**config.mk**
```make
export PLATFORM = sky130hd
export DESIGN_NAME = dircc_avmm_mailbox
export DESIGN_NICKNAME = d
export VERILOG_FILES = /design/src/rtl/dircc_avmm_mailbox.sv
export SDC_FILE = /design/constraint.sdc
export NUM_CORES = 1
export LEC_CHECK = 0
export CAP_MARGIN = 25
export CELL_PAD_IN_SITES_DETAIL_PLACEMENT = 1
export CELL_PAD_IN_SITES_GLOBAL_PLACEMENT = 1
export CORE_ASPECT_RATIO = 1.5
export CORE_UTILIZATION = 41
export DETAILED_ROUTE_END_ITERATION = 10
export GPL_ROUTABILITY_DRIVEN = 0
export GPL_TIMING_DRIVEN = 0
export PLACE_DENSITY_LB_ADDON = 0.1
export SYNTH_ARGS = -nofsm -noshare
export SYNTH_HDL_FRONTEND = slang
export SYNTH_SLANG_ARGS = --single-unit
```
**constraint.sdc**
```tcl
create_clock -name clk_clk -period 6.2 [get_ports clk_clk]
set_clock_uncertainty 0.15 [all_clocks]
set_input_delay 0.62 -clock clk_clk [delete_from_list [all_inputs] [get_ports clk_clk]]
set_output_delay 0.62 -clock clk_clk [all_outputs]
set_load 0.02 [all_outputs]
```
**src/rtl/dircc_avmm_mailbox.sv**
```systemverilog
// Avalon-MM mailbox bridging a Nios master to a TX Avalon-ST source and an RX Avalon-ST sink.
// Define DIRCC_MAILBOX_IRQ_EN to enable the irq_en control bit and the level interrupt.
module dircc_avmm_mailbox #(
   parameter int DEPTH = 16
) (
   input  logic        clk_clk,
   input  logic        reset_reset,
   input  logic [1:0]  avs_address,
   input  logic        avs_read,
   input  logic        avs_write,
   input  logic [31:0] avs_writedata,
   output logic [31:0] avs_readdata,
   output logic        avs_readdatavalid,
   output logic        avs_waitrequest,
   output logic [31:0] aso_data,
   output logic        aso_valid,
   input  logic        aso_ready,
   input  logic [31:0] asi_data,
   input  logic        asi_valid,
   output logic        asi_ready,
   output logic        irq
);

   localparam int PW = $clog2(DEPTH);
   localparam int CW = PW + 1;
   localparam logic [CW-1:0] FULL_COUNT = CW'(DEPTH);
   localparam logic [31:0]   ID_VALUE   = 32'h4D42_0001;

   logic [31:0]   txMem [DEPTH];
   logic [31:0]   rxMem [DEPTH];
   logic [PW-1:0] txWrPtr_q, txWrPtr_d, txRdPtr_q, txRdPtr_d;
   logic [PW-1:0] rxWrPtr_q, rxWrPtr_d, rxRdPtr_q, rxRdPtr_d;
   logic [CW-1:0] txCount_q, txCount_d, rxCount_q, rxCount_d;
   logic          underflow_q, underflow_d;
   logic          irqEn_q, irqEn_d;
   logic          irq_q, irq_d;
   logic          readValid_q, readValid_d;
   logic [31:0]   readData_q, readData_d;

   logic txFull, rxFull, rxNonEmpty;
   logic wrAccept, rdAccept, ctrlWrite, flush;
   logic txPush, txPop, rxPush, rxPop;
   logic [31:0] statusWord;

   always_comb begin
      txFull     = (txCount_q == FULL_COUNT);
      rxFull     = (rxCount_q == FULL_COUNT);
      rxNonEmpty = (rxCount_q != '0);

      avs_waitrequest = avs_write && (avs_address == 2'd0) && txFull;
      wrAccept  = avs_write && !avs_waitrequest;
      // A simultaneous write wins, so a read only counts when no write is present.
      rdAccept  = avs_read && !avs_write;
      ctrlWrite = wrAccept && (avs_address == 2'd2);
      flush     = ctrlWrite && avs_writedata[2];

      txPush = wrAccept && (avs_address == 2'd0);
      txPop  = (txCount_q != '0) && aso_ready;
      rxPush = asi_valid && !rxFull;
      rxPop  = rdAccept && (avs_address == 2'd0) && rxNonEmpty;

      statusWord = {8'd0, 8'(txCount_q), 8'(rxCount_q), 4'd0,
                    irqEn_q, underflow_q, txFull, rxNonEmpty};

      txWrPtr_d = txWrPtr_q + PW'(txPush);
      txRdPtr_d = txRdPtr_q + PW'(txPop);
      txCount_d = txCount_q + CW'(txPush) - CW'(txPop);
      rxWrPtr_d = rxWrPtr_q + PW'(rxPush);
      rxRdPtr_d = rxRdPtr_q + PW'(rxPop);
      rxCount_d = rxCount_q + CW'(rxPush) - CW'(rxPop);
      if (flush) begin
         txWrPtr_d = '0;
         txRdPtr_d = '0;
         txCount_d = '0;
         rxWrPtr_d = '0;
         rxRdPtr_d = '0;
         rxCount_d = '0;
      end

      underflow_d = underflow_q;
      if (ctrlWrite && avs_writedata[1]) begin
         underflow_d = 1'b0;
      end else if (rdAccept && (avs_address == 2'd0) && !rxNonEmpty) begin
         underflow_d = 1'b1;
      end

`ifdef DIRCC_MAILBOX_IRQ_EN
      irqEn_d = ctrlWrite ? avs_writedata[0] : irqEn_q;
      irq_d   = irqEn_q && (rxNonEmpty || underflow_q);
`else
      irqEn_d = 1'b0;
      irq_d   = 1'b0;
`endif

      readValid_d = rdAccept;
      readData_d  = '0;
      if (rdAccept) begin
         case (avs_address)
            2'd0:    readData_d = rxNonEmpty ? rxMem[rxRdPtr_q] : 32'd0;
            2'd1:    readData_d = statusWord;
            2'd2:    readData_d = {31'd0, irqEn_q};
            default: readData_d = ID_VALUE;
         endcase
      end
   end

   // Storage arrays carry no reset; the pointers alone define what is valid.
   always_ff @(posedge clk_clk) begin
      if (txPush) txMem[txWrPtr_q] <= avs_writedata;
      if (rxPush) rxMem[rxWrPtr_q] <= asi_data;
   end

   always_ff @(posedge clk_clk) begin
      if (reset_reset) begin
         txWrPtr_q   <= '0;
         txRdPtr_q   <= '0;
         txCount_q   <= '0;
         rxWrPtr_q   <= '0;
         rxRdPtr_q   <= '0;
         rxCount_q   <= '0;
         underflow_q <= 1'b0;
         irqEn_q     <= 1'b0;
         irq_q       <= 1'b0;
         readValid_q <= 1'b0;
         readData_q  <= '0;
      end else begin
         txWrPtr_q   <= txWrPtr_d;
         txRdPtr_q   <= txRdPtr_d;
         txCount_q   <= txCount_d;
         rxWrPtr_q   <= rxWrPtr_d;
         rxRdPtr_q   <= rxRdPtr_d;
         rxCount_q   <= rxCount_d;
         underflow_q <= underflow_d;
         irqEn_q     <= irqEn_d;
         irq_q       <= irq_d;
         readValid_q <= readValid_d;
         readData_q  <= readData_d;
      end
   end

   assign avs_readdata      = readData_q;
   assign avs_readdatavalid = readValid_q;
   assign aso_valid         = (txCount_q != '0);
   assign aso_data          = txMem[txRdPtr_q];
   assign asi_ready         = !rxFull;
   assign irq               = irq_q;

endmodule

```
==> metrics.md <==
| Metric | Value |
|---|---|
| Status | finished clean |
| Worst-path clk slew | approximately 0.070 ns |
| CP startpoint kind | register |
| Reg2Reg Setup Slack | 2.53 ns |
| Core footprint | approximately 99,000 um^2 |
| CTS tree | built |
| Crit path max fanout | 10 |
| Critical path endpoint category | primary output |
| RSZ-0062 raised after global routing | no |
| Clk buf depth | 3 |
| Detailed Route WL | about 110 mm |
| GRT Total Usage | 0.213 |
| Reg2reg end | txMem[1][18] |
| Max IR drop VDD | ~0.24 mV |
| Hold Path Stages | 1 |
| Crit-path slowest cell | clkbuf_1 |
| Total CTS buffers | approximately 100 |
| FMAX | 0.203 GHz |
| Power Total | ~17,000 uW |
| LEAKAGE | about 0.015 uW |
| Synth Cell Area | 41,100 um^2 |
| Cell Count, Final, Fillers Out | 3,436 |
| Register area share after synthesis | 0.778 |
| Placed Instances | roughly 3.2k |
| HP Start | rxCount_q[4] |
| #FFs+latches synth | between 1k and 1.5k |
| WHS Endpoint | avs_readdata[12] |
| Via Count | about 19k |
| Vias/cell | 5.54 |
| # diodes | 0 |
| Pins Over Slew Limit | 0 |
| Initial Util | 0.416 |
| WL per Instance | ~30 um |
| Largest cells by area after synthesis | edfxtp_1 (75%), mux4_2 (16%), dfxtp_1 (2.9%) |
| Commonest non-fill, non-tap cell in the layout | edfxtp_1 |
| Number of enable flip-flop cells after synthesis | between 1k and 1.5k |
| Cell taking the most area after synthesis | edfxtp_1 |
| Slew @ Worst Pin | 1.13 ns |
| Root buf cell | clkbuf_16 |
| CP peak stage delay | around 0.80 ns |
| Synth Area per Inst | 23.4 um^2 |
| CP Data Required Time | roughly 5.4 ns |
| Hold Buf Count CTS | 0 |
| Post-route ant nets | 0 |
| Tcrit/Tclk final | 0.796 |
| Antenna violations before repair | 9 |
| Cell depth of the worst flop-to-flop path | 9 |
| Count of cell types in the netlist | 46 |
| Data arrival time of the worst path | between 4 and 5 ns |
| Largest net degree at the start of global routing | 20 |
| DIE AREA | 101,000 um^2 |
| Drt first pass iters | 4 |
| Synth warn | 0 |
| Syn_nets | 1,850 |
| Post-Syn Instances | 1,752 |
| Nets@finish | between 2k and 2.5k |
| FFs w/ async S/R, synth | 0 |
| Pwr dens | approximately 340 nW/um^2 |
| H-tree depth | 3 |
| Crit-path cells | clkbuf_1 > clkbuf_1 > mux4_2 > mux4_2 > clkdlybuf4s50_1 |
| Layout cell share with drive strength beyond 1 | 0.271 |
| Slew headroom | 0.242 |
| First-pass GRT wire length | around 150 mm |
| Layout area overhead | 18.5% |
| Worst skew pair latency | about 0.70 ns |
| Yosys top cell area share | 0.749 |
| Total global routing overflow | 0 |
| Die H | ~390 um |
| I/O pin cnt | ~140 |
| Number of global-route vias before repair | 21.3k |
| Post-CTS Setup Bufs | 0 |
| Die width | 260 um |
| Main synth FF type | edfxtp_1 |
| Setup Crit Path Kind | reg2out |
| CTS resizes | 0 |
| Max_cap viols | 0 |
| DR iter-0 viols | ~1.3k |
| CTS sink count | ~1.1k |
| # setup viols final | 0 |
| Dpl hpwl | 68.7 mm |
| Min Clock Period, post-route | between 4 and 5 ns |
| DRC viols | 0 |
| Final Hold Fails | 0 |
| Reg2reg start | txCount_q[2] |
| Most frequent cells in the layout | edfxtp_1 (1,024), mux4_2 (283), clkdlybuf4s50_1 (139), clkbuf_16 (105), mux2i_1 (62) |
| Num rows | 141 |
| Worst Hold Class | reg2reg |
| Port buffer count | approximately 140 |
[how the worst max path moves through the flow]
| stage | endpoint | slack, ns | start |
|---|---|---|---|
| 6_report | aso_data[28] | 1.26 | txRdPtr_q[1] |
| 2_1_floorplan | txMem[0][0] | 1.57 | avs_address[0] |
| 4_1_cts | aso_data[28] | 1.12 | txRdPtr_q[1] |
| 3_5_place_dp | txMem[1][18] | 1.75 | avs_address[1] |
| 3_3_place_gp | txMem[0][19] | -2.60 | avs_address[0] |
| 5_1_grt | aso_data[28] | 1.16 | txRdPtr_q[1] |
[report_power, final]
group	internal, uW	switching, uW
registers	8150	71.9
logic	1080	1130
clock network	3520	2700
total	12800	3910
[sequential cells by signal, summed over array words and instances, names as in the netlist]
name / count
underflow_q: 1
rxCount_q: 5
rxRdPtr_q: 4
rxMem: 512
txMem: 512
rxWrPtr_q: 4
txRdPtr_q: 4
avs_readdata: 32
txCount_q: 5
txWrPtr_q: 4
avs_readdatavalid: 1
[metrics by stage]
stage	utilization	hold WS (ns)	cell area, um^2	setup TNS [ns]	setup slack [ns]
final	0.493	0.418	48700	0	1.26
after global placement	0.446	0.394	44100	-591.64	-2.60
after global routing	0.493	0.420	48700	0	1.16
after detailed placement	0.459	0.398	45400	0	1.75
after CTS	0.493	0.371	48700	0	1.12
after floorplan	-	0.277	41100	0	1.57
[cell usage after synthesis (all sizes together), types with 9 or more instances]
cell	number
ha	24
mux4	288
inv	17
edfxtp	1024
clkbuf	30
dfxtp	60
mux2i	62
nor3	9
or3	9
nor2	42
buf	58
o22ai	22
and2	12
nand3	9
[worst max-delay path, delay by kind of cell, from the launching register on]
family	cells	cell delay [ns]
buffers and inverters	3	2.04
DFF	1	0.44
muxes	2	0.97
[area by class of cell]
cell class                 instances  area (um^2)
multi-input combinational        563         8820
timing repair buffer             204         2480
clock buffer                     142         2870
tap                             1287         1610
inverter                          17         63.8
buffer                            88          460
clock inverter                    51          439
sequential                      1084        32000
fill                            8684        50100
[cell families after synthesis]
| family | share of synthesized area |
|---|---|
| flip-flops | 0.778 |
| adder cells (fa/ha/maj) | 0.00829 |
| buffers and inverters | 0.0128 |
| multiplexers | 0.174 |
| AND/OR/NAND/NOR | 0.0149 |
| other | 0.0000913 |
| AO/OA/AOI/OAI | 0.00932 |
| XOR/XNOR | 0.00299 |
[per-layer routing]
metal | wire, um | vias up | GRT usage | share of wire
li1 | - | 8059 | - | -
met1 | 40200 | 10366 | 0.250 | 0.38
met2 | 58500 | 430 | 0.395 | 0.55
met3 | 4020 | 168 | 0.0312 | 0.038
met4 | 3000 | 14 | 0.0724 | 0.028
met5 | 88 | - | 0 | 0.00083
Power figures use the tool's default switching activity.
